===== src/rtl/bmd_mc_defs.sv =====
// Shared memory-controller types for the ANB burst splitters.
// Sub-burst descriptors are shared by the read-side and write-side splitters.
package bmd_mc_defs;

    typedef logic [31:0] smc_addr_t;
    typedef logic [31:0] smc_data_t;
    typedef logic [15:0] task_data_len_t;

    typedef struct packed {
        task_data_len_t len;
        logic           final_sub;
    } sub_burst_desc_t;

    typedef struct packed {
        smc_addr_t      addr;
        task_data_len_t len;
    } anb_addr_beat_t;

    typedef struct packed {
        smc_data_t data;
        logic      last;
    } anb_data_beat_t;

    typedef enum logic {
        IDLE,
        SPLIT
    } split_state_t;

    function automatic task_data_len_t min_len(input task_data_len_t a,
                                               input task_data_len_t b);
        return (a < b) ? a : b;
    endfunction

endpackage


===== src/rtl/anb_wr_burst_splitter_if.sv =====
// ANB address and data channel bundles; m drives the payload, s returns ready.
interface anb_addr_channel_if;
    import bmd_mc_defs::*;

    logic           avalid;
    logic           aready;
    smc_addr_t      addr;
    task_data_len_t len;

    modport m (output avalid, output addr, output len, input aready);
    modport s (input avalid, input addr, input len, output aready);
endinterface

interface anb_data_channel_if;
    import bmd_mc_defs::*;

    logic      valid;
    logic      ready;
    smc_data_t data;
    logic      last;

    modport m (output valid, output data, output last, input ready);
    modport s (input valid, input data, input last, output ready);
endinterface


===== src/rtl/anb_len_fifo_m.sv =====
// Synchronous descriptor FIFO; head is always visible on rdata when not empty.
// A pop on an empty FIFO is ignored, so a same-cycle push never bypasses.
module anb_len_fifo_m #(
    parameter type T     = logic,
    parameter int  DEPTH = 4
) (
    input  logic clk,
    input  logic rst,
    input  logic push,
    input  T     wdata,
    input  logic pop,
    output T     rdata,
    output logic full,
    output logic empty
);

    localparam int AW = $clog2(DEPTH);

    T             mem [DEPTH];
    logic [AW:0]  wptr;
    logic [AW:0]  rptr;
    logic         do_push;
    logic         do_pop;

    assign empty   = (wptr == rptr);
    assign full    = (wptr[AW] != rptr[AW]) && (wptr[AW-1:0] == rptr[AW-1:0]);
    assign do_pop  = pop && !empty;
    // A pop in the same cycle frees the slot a full-FIFO push needs.
    assign do_push = push && (!full || do_pop);
    assign rdata   = mem[rptr[AW-1:0]];

    always_ff @(posedge clk) begin
        if (rst) begin
            wptr <= '0;
            rptr <= '0;
        end else begin
            if (do_push) begin
                wptr <= wptr + 1'b1;
            end
            if (do_pop) begin
                rptr <= rptr + 1'b1;
            end
        end
    end

    always_ff @(posedge clk) begin
        if (do_push) begin
            mem[wptr[AW-1:0]] <= wdata;
        end
    end

endmodule


===== src/rtl/reg_stage_m.sv =====
// Single-entry valid/ready register slice with full throughput.
// Only the valid bit is reset; the payload register is free-running.
module reg_stage_m #(
    parameter type T = logic
) (
    input  logic clk,
    input  logic rst,
    input  logic in_valid,
    output logic in_ready,
    input  T     in_data,
    output logic out_valid,
    input  logic out_ready,
    output T     out_data
);

    logic vld_p1;
    T     data_p1;

    assign in_ready  = !rst && (!vld_p1 || out_ready);
    assign out_valid = vld_p1 && !rst;
    assign out_data  = data_p1;

    always_ff @(posedge clk) begin
        if (rst) begin
            vld_p1 <= 1'b0;
        end else if (in_ready) begin
            vld_p1 <= in_valid;
        end
    end

    always_ff @(posedge clk) begin
        if (in_valid && in_ready) begin
            data_p1 <= in_data;
        end
    end

endmodule


===== src/rtl/anb_wr_burst_splitter.sv =====
// Splits ANB write bursts into sub-bursts limited by MAX_BURST and BOUNDARY,
// and regenerates data-side last from a queue of sub-burst descriptors.
module anb_wr_burst_splitter
    import bmd_mc_defs::*;
#(
    parameter int MAX_BURST      = 16,
    parameter int BOUNDARY       = 64,
    parameter int LEN_FIFO_DEPTH = 4
) (
    input  logic               clk,
    input  logic               rst,
    anb_addr_channel_if.s      m_a,
    anb_addr_channel_if.m      s_a,
    anb_data_channel_if.s      m_d,
    anb_data_channel_if.m      s_d,
    output logic               err
);

    localparam task_data_len_t MAX_LEN  = task_data_len_t'(MAX_BURST);
    localparam task_data_len_t BND_LEN  = task_data_len_t'(BOUNDARY);
    localparam smc_addr_t      BND_MASK = smc_addr_t'(BOUNDARY - 1);

    split_state_t    state;
    split_state_t    state_nxt;
    smc_addr_t       cur_addr;
    smc_addr_t       cur_addr_nxt;
    task_data_len_t  remain;
    task_data_len_t  remain_nxt;
    task_data_len_t  room;
    task_data_len_t  sub_len;
    logic            final_sub;
    logic            a_ready;
    logic            issue;
    logic            a_stage_ready;
    logic            a_out_valid;
    anb_addr_beat_t  a_beat;
    anb_addr_beat_t  a_out;

    sub_burst_desc_t desc_in;
    sub_burst_desc_t head;
    logic            fifo_full;
    logic            fifo_empty;
    logic            fifo_pop;

    task_data_len_t  beat_cnt;
    logic            regen_last;
    logic            d_ready;
    logic            d_xfer;
    logic            d_stage_ready;
    logic            d_out_valid;
    anb_data_beat_t  d_beat;
    anb_data_beat_t  d_out;

    // Address side: carve the request into boundary-safe sub-bursts.
    assign room      = BND_LEN - task_data_len_t'(cur_addr & BND_MASK);
    assign sub_len   = min_len(remain, min_len(MAX_LEN, room));
    assign final_sub = (remain == sub_len);
    assign a_beat    = '{addr: cur_addr, len: sub_len};
    assign desc_in   = '{len: sub_len, final_sub: final_sub};

    always_comb begin
        state_nxt    = state;
        cur_addr_nxt = cur_addr;
        remain_nxt   = remain;
        a_ready      = 1'b0;
        issue        = 1'b0;
        case (state)
            IDLE: begin
                a_ready = !rst;
                if (m_a.avalid && !rst) begin
                    cur_addr_nxt = m_a.addr;
                    remain_nxt   = m_a.len;
                    state_nxt    = (m_a.len != '0) ? SPLIT : IDLE;
                end
            end
            SPLIT: begin
                // Address stage and descriptor FIFO must both take the sub-burst.
                if (a_stage_ready && !fifo_full) begin
                    issue        = 1'b1;
                    cur_addr_nxt = cur_addr + smc_addr_t'(sub_len);
                    remain_nxt   = remain - sub_len;
                    if (final_sub) begin
                        state_nxt = IDLE;
                    end
                end
            end
            default: state_nxt = IDLE;
        endcase
    end

    always_ff @(posedge clk) begin
        if (rst) begin
            state    <= IDLE;
            cur_addr <= '0;
            remain   <= '0;
        end else begin
            state    <= state_nxt;
            cur_addr <= cur_addr_nxt;
            remain   <= remain_nxt;
        end
    end

    assign m_a.aready = a_ready;

    reg_stage_m #(.T(anb_addr_beat_t)) u_a_stage (
        .clk       (clk),
        .rst       (rst),
        .in_valid  (issue),
        .in_ready  (a_stage_ready),
        .in_data   (a_beat),
        .out_valid (a_out_valid),
        .out_ready (s_a.aready),
        .out_data  (a_out)
    );

    assign s_a.avalid = a_out_valid;
    assign s_a.addr   = a_out.addr;
    assign s_a.len    = a_out.len;

    anb_len_fifo_m #(.T(sub_burst_desc_t), .DEPTH(LEN_FIFO_DEPTH)) u_len_fifo (
        .clk   (clk),
        .rst   (rst),
        .push  (issue),
        .wdata (desc_in),
        .pop   (fifo_pop),
        .rdata (head),
        .full  (fifo_full),
        .empty (fifo_empty)
    );

    // Data side: frame beats against the descriptor at the FIFO head.
    assign regen_last = (beat_cnt == head.len - task_data_len_t'(1));
    assign d_ready    = !rst && !fifo_empty && d_stage_ready;
    assign d_xfer     = m_d.valid && d_ready;
    assign fifo_pop   = d_xfer && regen_last;
    assign d_beat     = '{data: m_d.data, last: regen_last};
    assign m_d.ready  = d_ready;

    always_ff @(posedge clk) begin
        if (rst) begin
            beat_cnt <= '0;
            err      <= 1'b0;
        end else if (d_xfer) begin
            beat_cnt <= regen_last ? '0 : beat_cnt + task_data_len_t'(1);
            // Upstream last is only a consistency check, never used for framing.
            if (m_d.last != (regen_last && head.final_sub)) begin
                err <= 1'b1;
            end
        end
    end

    reg_stage_m #(.T(anb_data_beat_t)) u_d_stage (
        .clk       (clk),
        .rst       (rst),
        .in_valid  (d_xfer),
        .in_ready  (d_stage_ready),
        .in_data   (d_beat),
        .out_valid (d_out_valid),
        .out_ready (s_d.ready),
        .out_data  (d_out)
    );

    assign s_d.valid = d_out_valid;
    assign s_d.data  = d_out.data;
    assign s_d.last  = d_out.last;

endmodule


===== src/flat_wrapper.sv =====
// flat-port wrapper written by rule: the top's interface ports become plain ports
module anb_wr_burst_splitter_flat import bmd_mc_defs::*;
#(
    parameter int MAX_BURST      = 16,
    parameter int BOUNDARY       = 64,
    parameter int LEN_FIFO_DEPTH = 4
)
  (clk, rst, err, m_a_avalid, m_a_addr, m_a_len, m_a_aready, s_a_avalid, s_a_addr, s_a_len, s_a_aready, m_d_valid, m_d_data, m_d_last, m_d_ready, s_d_valid, s_d_data, s_d_last, s_d_ready);
  anb_addr_channel_if m_a_i ();
  anb_addr_channel_if s_a_i ();
  anb_data_channel_if m_d_i ();
  anb_data_channel_if s_d_i ();
  input  logic clk;
  input  logic rst;
  output logic err;
  input wire logic [$bits(m_a_i.avalid)-1:0] m_a_avalid;
  input wire logic [$bits(m_a_i.addr)-1:0] m_a_addr;
  input wire logic [$bits(m_a_i.len)-1:0] m_a_len;
  output wire logic [$bits(m_a_i.aready)-1:0] m_a_aready;
  output wire logic [$bits(s_a_i.avalid)-1:0] s_a_avalid;
  output wire logic [$bits(s_a_i.addr)-1:0] s_a_addr;
  output wire logic [$bits(s_a_i.len)-1:0] s_a_len;
  input wire logic [$bits(s_a_i.aready)-1:0] s_a_aready;
  input wire logic [$bits(m_d_i.valid)-1:0] m_d_valid;
  input wire logic [$bits(m_d_i.data)-1:0] m_d_data;
  input wire logic [$bits(m_d_i.last)-1:0] m_d_last;
  output wire logic [$bits(m_d_i.ready)-1:0] m_d_ready;
  output wire logic [$bits(s_d_i.valid)-1:0] s_d_valid;
  output wire logic [$bits(s_d_i.data)-1:0] s_d_data;
  output wire logic [$bits(s_d_i.last)-1:0] s_d_last;
  input wire logic [$bits(s_d_i.ready)-1:0] s_d_ready;
  assign m_a_i.avalid = m_a_avalid;
  assign m_a_i.addr = m_a_addr;
  assign m_a_i.len = m_a_len;
  assign m_a_aready = m_a_i.aready;
  assign s_a_avalid = s_a_i.avalid;
  assign s_a_addr = s_a_i.addr;
  assign s_a_len = s_a_i.len;
  assign s_a_i.aready = s_a_aready;
  assign m_d_i.valid = m_d_valid;
  assign m_d_i.data = m_d_data;
  assign m_d_i.last = m_d_last;
  assign m_d_ready = m_d_i.ready;
  assign s_d_valid = s_d_i.valid;
  assign s_d_data = s_d_i.data;
  assign s_d_last = s_d_i.last;
  assign s_d_i.ready = s_d_ready;
  anb_wr_burst_splitter #(.MAX_BURST(MAX_BURST), .BOUNDARY(BOUNDARY), .LEN_FIFO_DEPTH(LEN_FIFO_DEPTH)) u_core (.clk(clk), .rst(rst), .m_a(m_a_i), .s_a(s_a_i), .m_d(m_d_i), .s_d(s_d_i), .err(err));
endmodule

===== config.mk =====
export PLATFORM = sky130hd
export DESIGN_NAME = anb_wr_burst_splitter_flat
export DESIGN_NICKNAME = d
export VERILOG_FILES = /design/src/rtl/bmd_mc_defs.sv /design/src/rtl/anb_wr_burst_splitter_if.sv /design/src/rtl/anb_len_fifo_m.sv /design/src/rtl/reg_stage_m.sv /design/src/rtl/anb_wr_burst_splitter.sv /design/src/flat_wrapper.sv
export SDC_FILE = /design/constraint.sdc
export NUM_CORES = 1
export LEC_CHECK = 0
export ABC_AREA = 0
export ABC_CLOCK_PERIOD_IN_PS = 17600
export CAP_MARGIN = 20
export CORE_UTILIZATION = 40
export DETAILED_ROUTE_END_ITERATION = 12
export PLACE_DENSITY = 0.75
export SLEW_MARGIN = 0
export SYNTH_ARGS = -nofsm -noshare
export SYNTH_HDL_FRONTEND = slang
export SYNTH_SLANG_ARGS = --single-unit

===== constraint.sdc =====
create_clock -name clk -period 17.6 [get_ports clk]
set_input_delay 1.76 -clock clk [delete_from_list [all_inputs] [get_ports clk]]
set_output_delay 1.76 -clock clk [all_outputs]
set_load 0.02 [all_outputs]

## After elaboration in Yosys (flattened, before gate mapping)

Memories as Yosys holds them, arrays and structs flattened. A register that Yosys moved wholly into a read port is not among the register bits.
Index checks and enable logic that the tools add are counted.

| storage, ports and cells | value |
|---|---|
| register bits after elaboration | 155 |
| latch bits | 0 |
| RAM bits | 68 |
| ROM bits | 0 |
| input bits | 87 |
| word-level logic and storage cells | 80 |
| memories kept | 1 |

Memory list:

| memory | depth | width | rd ports | clocked after memory_dff | wr ports | RTL line | source |
|---|---|---|---|---|---|---|---|
| u_core.u_len_fifo.mem | 4 | 17 | 1 | 1 | 1 | anb_len_fifo_m.sv:19 | `T mem [DEPTH];` |

| operators by class | value |
|---|---|
| $add $sub $neg | 7 |
| $mul | 0 |
| divide/modulo/power cells | 0 |
| order comparisons | 2 |
| equal/unequal tests | 8 |
| shift operators | 0 |
| mux-type cells | 21 |
| bitwise logic cells | 1 |
| reduce and logical (&&, ||, !) cells | 27 |

Operators with widths:

| operator | count |
|---|---|
| 2-to-1 mux 16 bit | 5 |
| 2-to-1 mux 32 bit | 2 |
| case mux 32 bit (2 select lines) | 1 |
| adder 32 x 16 -> 32 bit | 1 |
| equality test 16 bit | 2 |
| case mux 16 bit (2 select lines) | 1 |
| adder 16 x 1 -> 16 bit, second input constant | 1 |
| logical AND 1 bit | 16 |
| < comparator 16 bit | 1 |
| < comparator 5 x 16 -> 1 bit, first input constant | 1 |
| nonzero test 16 bit | 1 |
| subtractor 16 x 1 -> 16 bit, second input constant | 1 |
| subtractor 16 bit | 1 |
| 2-to-1 mux 1 bit | 9 |
| subtractor 7 x 6 -> 8 bit, first input constant | 1 |
| adder 3 x 1 -> 3 bit, second input constant | 2 |
| logical NOT 1 bit | 5 |
| 2-to-1 mux 2 bit | 2 |
| AND reduction 2 bit | 2 |
| equality test 3 bit | 1 |
| logical OR 1 bit | 3 |
| equality test 2 bit | 1 |
| inequality test 1 bit | 2 |
| inequality test 2 x 1 -> 1 bit, second input constant | 1 |
| other kinds (3) | 3 |

## Longest topological paths before layout

| logic depth | value |
|---|---|
| depth in word-level cells | 11 |
| gate-level depth with buffers | 28 |

## By module

From an unflattened synthesis, not the netlist that was laid out.

| second synthesis, totals | value |
|---|---|
| cells, all modules | 943 |
| area, all modules | 11013.1 µm² |

By module, submodules not included:

| module | instances | cells each | area an instance (µm²) |
|---|---|---|---|
| anb_wr_burst_splitter | 1 | 706 | 5452.7 |
| anb_len_fifo_m | 1 | 144 | 2995.4 |
| reg_stage_m (u_core.u_a_stage) | 1 | 54 | 1507.7 |
| reg_stage_m (u_core.u_d_stage) | 1 | 39 | 1057.3 |

## Worst setup path after synthesis

OpenSTA, ideal clock, no wires.

| timing | value |
|---|---|
| path type | register to register |
| start | register u_core.cur_addr[1] |
| end | register u_core.cur_addr[28] |
| library setup time | 0.079 ns |
| data arrival time | 5.658 ns |
| required time | 17.521 ns |
| path slack | 11.863 ns |
| cell stages (with the launch flop) | 24 |
| period minus slack after synthesis | 5.737 ns |
| path through | dfxtp_1 inv_1 ha_1 or3b_2 or3_1 a21boi_0 ha_1 a21o_1 a2111oi_0 nor2b_1 a22o_1 buf_4 mux2i_1 ha_1 fa_1 a21o_1 a21oi_1 o21ai_0 a21oi_1 o21ai_0 a2111oi_2 nor2_1 a311o_1 o211ai_1 |

| on the way | value |
|---|---|
| word-level cells in the longest chain between the ends | 8 |

RTL lines:

| what | RTL line | source |
|---|---|---|
| from (decl) | anb_wr_burst_splitter.sv:25 | `smc_addr_t cur_addr;` |
| from (signal assigned) | anb_wr_burst_splitter.sv:98 | `cur_addr <= cur_addr_nxt;` |
| subtractor 7 x 6 -> 8 bit (*) | anb_wr_burst_splitter.sv:55 | `assign room = BND_LEN - task_data_len_t'(cur_addr & BND_MASK);` |
| < comparator 5 x 16 -> 1 bit | bmd_mc_defs.sv:31 | `return (a < b) ? a : b;` |
| 2-to-1 mux 16 bit (*) | bmd_mc_defs.sv:31 |  |
| < comparator 16 bit | bmd_mc_defs.sv:31 |  |
| 2-to-1 mux 16 bit (*) | bmd_mc_defs.sv:31 |  |
| via u_core.sub_len[0] | anb_wr_burst_splitter.sv:30 | `task_data_len_t sub_len;` |
| adder 32 x 16 -> 32 bit (*) | anb_wr_burst_splitter.sv:80 | `cur_addr_nxt = cur_addr + smc_addr_t'(sub_len);` |
| 2-to-1 mux 32 bit (*) | anb_wr_burst_splitter.sv:78 | `if (a_stage_ready && !fifo_full) begin` |
| case mux 32 bit (2 select lines) (*) | anb_wr_burst_splitter.sv:67 | `case (state)` |

The timed path passes the listed nets; every way through them passes the cells marked *. The select of a mux whose other input is x is not followed.
A chain may end at the register's enable or synchronous reset.

## Worst setup path in the final report

Ends and elaborated chain as after synthesis.

==> results.ini <==
[clock_tree]
postCtsSetupRepairBufs=0
post_cts_resized=0
cts.sinks=225
htreeDepth=1
insertion_delay_ns=0.52
postCtsHoldBufs=0
cts_tree=yes
numCtsBuffers=25
clockBufferDepth=3
clkTransAtPathRegs_ns=0.06
clock-root-buffer=clkbuf_16

[setup_path]
start_kind=register
ff2ff_setup_slack_ns=10.62
crit_top_cell=o21ai_0
critPathArrivalTime_ns=7.42
rr_worst_depth=22
crit_buf_inv=1
cp_max_fo=13
cp_slowest_stage_delay_ns=0.91
crit_chain=inv_1 > ha_1 > or3b_2 > or3_1 > a21boi_0 > nand2_1 > o21a_1 > o21a_1 > o21ai_0 > a22o_1 > mux2i_1 > ha_1 > fa_1 > a21o_1 > a21oi_1 > o21ai_0 > a21oi_1 > o21ai_0 > a2111oi_2 > nor2_1 > a311o_1 > o211ai_1
critPathSlowestCell=a2111oi_2
critPathTopFamily=compound AO/OA/AOI/OAI gates
crit_required_ns=18.04
timing.rr.start=u_core.cur_addr[1]
crit_path_end_kind=register
worstSetupPathType=register to register
rr_endpoint=u_core.cur_addr[28]

[synthesis]
netlist_instances=917
synth_seq_area_share=0.557
ys_seq_elements=225
synthArstFlopShare=0
yosys.cell_types.count=75
synth_edf_count=149
yosysTopAreaCellShare=0.416
netlist_area_sq_um=10800
avgSynthCellArea_sq_um=11.7
yosysTopAreaCell=edfxtp_1
yosys_warnings=0
synth_flop_cell=edfxtp_1
synth.area.top_cells=edfxtp_1 (42%), dfxtp_1 (14%), ha_1 (4.4%), nor2_1 (3.3%), xnor2_1 (2.7%)

[place]
post_dp_cell_area_sq_um=13000
portBuffers=172
pre_cts_ws_ns=10.68
gp_congestion=0.857
dpl.hpwl_microns=17900

[floorplanning]
die_w_microns=166
pin_count=173
die_y_microns=166
num_rows=59
start_util=0.411
dieArea_sq_um=27600
core_area_sq_um=26200

[timing]
drv_slew=0
fin_worst_skew_ns=0.0114
holdWs_ns=0.466
tns_ns=0
rsz0062_at_grt=no
final_period_minus_worst_setup_slack_ns=6.98
hold_violations=0
tightest_slew_ns=0.941
period_share=0.397
layout_setup_ws_ns=10.62
max_freq_mhz=143
slew_headroom=0.371
setup_viol=0

[job]
drv_cap=0

[route]
routed_wirelength_microns=25500
drtIter0Drc=534
vias=7910
drtPass1Iterations=9
drtAntennaViolNets=0
route.detailed.drc=18
vias_per_cell=5.29
wl_per_cell_microns=17.1

[global_route]
grt_pass1_vias=7691
grt_use_met3=0.0312
grt_max_degree=51
antenna_found_initial=1
grt-busiest-layer=met2
grt_util_met2=0.315
grt_pass1_wl_microns=40500
grt_overflow=0
grt.total_usage=0.182
use_met1=0.231

[power_and_ir_drop]
power_density_nw_per_um2=98.1
peakVddDrop_mv=0.0612
cellLeakagePower_nw=4.98

[layout]
drive_gt1_frac=0.0724
fin_util=0.528
nNetsFinal=1269
stdcell_area_sq_um=13800
final_cell_mix=clkdlybuf4s50_1 (171), edfxtp_1 (149), nor2_1 (94)
synthToLayoutAreaGrowth_pct=28.7
final_common_cell=clkdlybuf4s50_1

[run_status]
run_status=complete, but fails checks
violations=design-rule violations

[hold_path]
min_path_cells=0
hp-class=register to register
hold_end=u_core.u_a_stage.out_data[35]
hp-start=u_core.cur_addr[19]

==> cell type report <==
cell class	count	area (sq um)
fillers	2210	12400
diodes	1	2.50
clock buffers	34	689
inverters	35	131
flip-flops and latches	225	6000
multi-input cells	674	4670
clock inverters	11	155
repair buffers	181	1780
well taps	335	419
==> report_power, final <==
group	switching (mW)	internal, mW
clock	0.205	0.332
combinational	0.122	0.0934
sequential	0.0169	0.591
total	0.343	1.02
==> stage by stage <==
step | std cells | power (mW)
floorplan | 971 | 0.757
global placement | 1450 | 0.825
detailed placement | 1450 | 0.830
CTS | 1495 | 1.37
global route | 1496 | 1.41
finish | 1496 | 1.36
==> registers in the layout (all words and copies together), names as in the netlist, named ones only <==
name and cells:
u_core.u_len_fifo.wptr 3, u_core.cur_addr 32, u_core.u_len_fifo.mem 68, u_core.u_d_stage.out_data 33, u_core.err 1, u_core.u_a_stage.out_data 48, u_core.u_d_stage.vld_p1 1, u_core.remain 16
u_core.u_len_fifo.rptr 3, u_core.state 1, u_core.u_a_stage.vld_p1 1, u_core.beat_cnt 16
==> worst register-to-register path, stage by stage (launching register included) <==
cell       delay (ns)
dfxtp_1          0.37
inv_1            0.10
ha_1             0.24
or3b_2           0.47
or3_1            0.35
a21boi_0         0.43
nand2_1          0.13
o21a_1           0.19
o21a_1           0.16
o21ai_0          0.16
a22o_1           0.50
mux2i_1          0.32
ha_1             0.30
fa_1             0.42
a21o_1           0.18
a21oi_1          0.25
o21ai_0          0.13
a21oi_1          0.31
o21ai_0          0.20
a2111oi_2        0.91
nor2_1           0.26
a311o_1          0.41
o211ai_1         0.09
==> synthesized netlist by cell type, types with 3 or more instances <==
cell type,count
nor2b_1,13
nand3b_1,6
nand3_1,25
nand2_1,50
o22ai_1,4
o21a_1,8
a21o_1,13
mux2i_1,21
mux4_1,6
a31o_2,3
a21oi_1,52
a211oi_1,28
nand4b_1,4
nor2_1,94
nand4_1,14
xnor2_1,33
edfxtp_1,149
a2111oi_0,3
nor3_1,16
nand2b_1,3
a311oi_1,5
inv_1,33
o311ai_0,5
xor2_1,23
a31oi_1,9
o211ai_1,4
dfxtp_1,76
o21bai_1,9
nor4_1,10
mux2_2,3
ha_1,38
o21ai_0,25
clkbuf_1,29
or3_1,7
and2_1,9
a21boi_0,5
o32ai_1,3
mux4_2,11
and3_1,15
nor3b_1,3
==> cells by family after synthesis <==
family	synth area share
compound gates	0.124
xor+xnor	0.0456
fa+ha+maj	0.0479
buf+inv	0.0292
flops	0.557
mux	0.0603
other cells	0.000698
simple gates	0.135
==> per-layer routing <==
metal | wire (microns) | part of all wire | vias up
li1 | - | - | 3853
met1 | 10700 | 0.42 | 3743
met2 | 12300 | 0.48 | 270
met3 | 1830 | 0.072 | 44
met4 | 672 | 0.026 | 0
met5 | 0 | 0 | -
==> worst max-delay path by stage <==
stage	slack [ns]	endpoint	start	cells after the start
final	10.62	u_core.cur_addr[28]	u_core.cur_addr[1]	22
after detailed placement	10.68	u_core.cur_addr[28]	u_core.cur_addr[1]	22
after floorplan	11.86	u_core.cur_addr[28]	u_core.cur_addr[1]	23
after CTS	10.65	u_core.cur_addr[28]	u_core.cur_addr[1]	22
after global placement	10.86	u_core.cur_addr[28]	u_core.cur_addr[1]	22
after global routing	10.05	u_core.cur_addr[28]	u_core.cur_addr[0]	22
(Power assumes the default switching activity.)
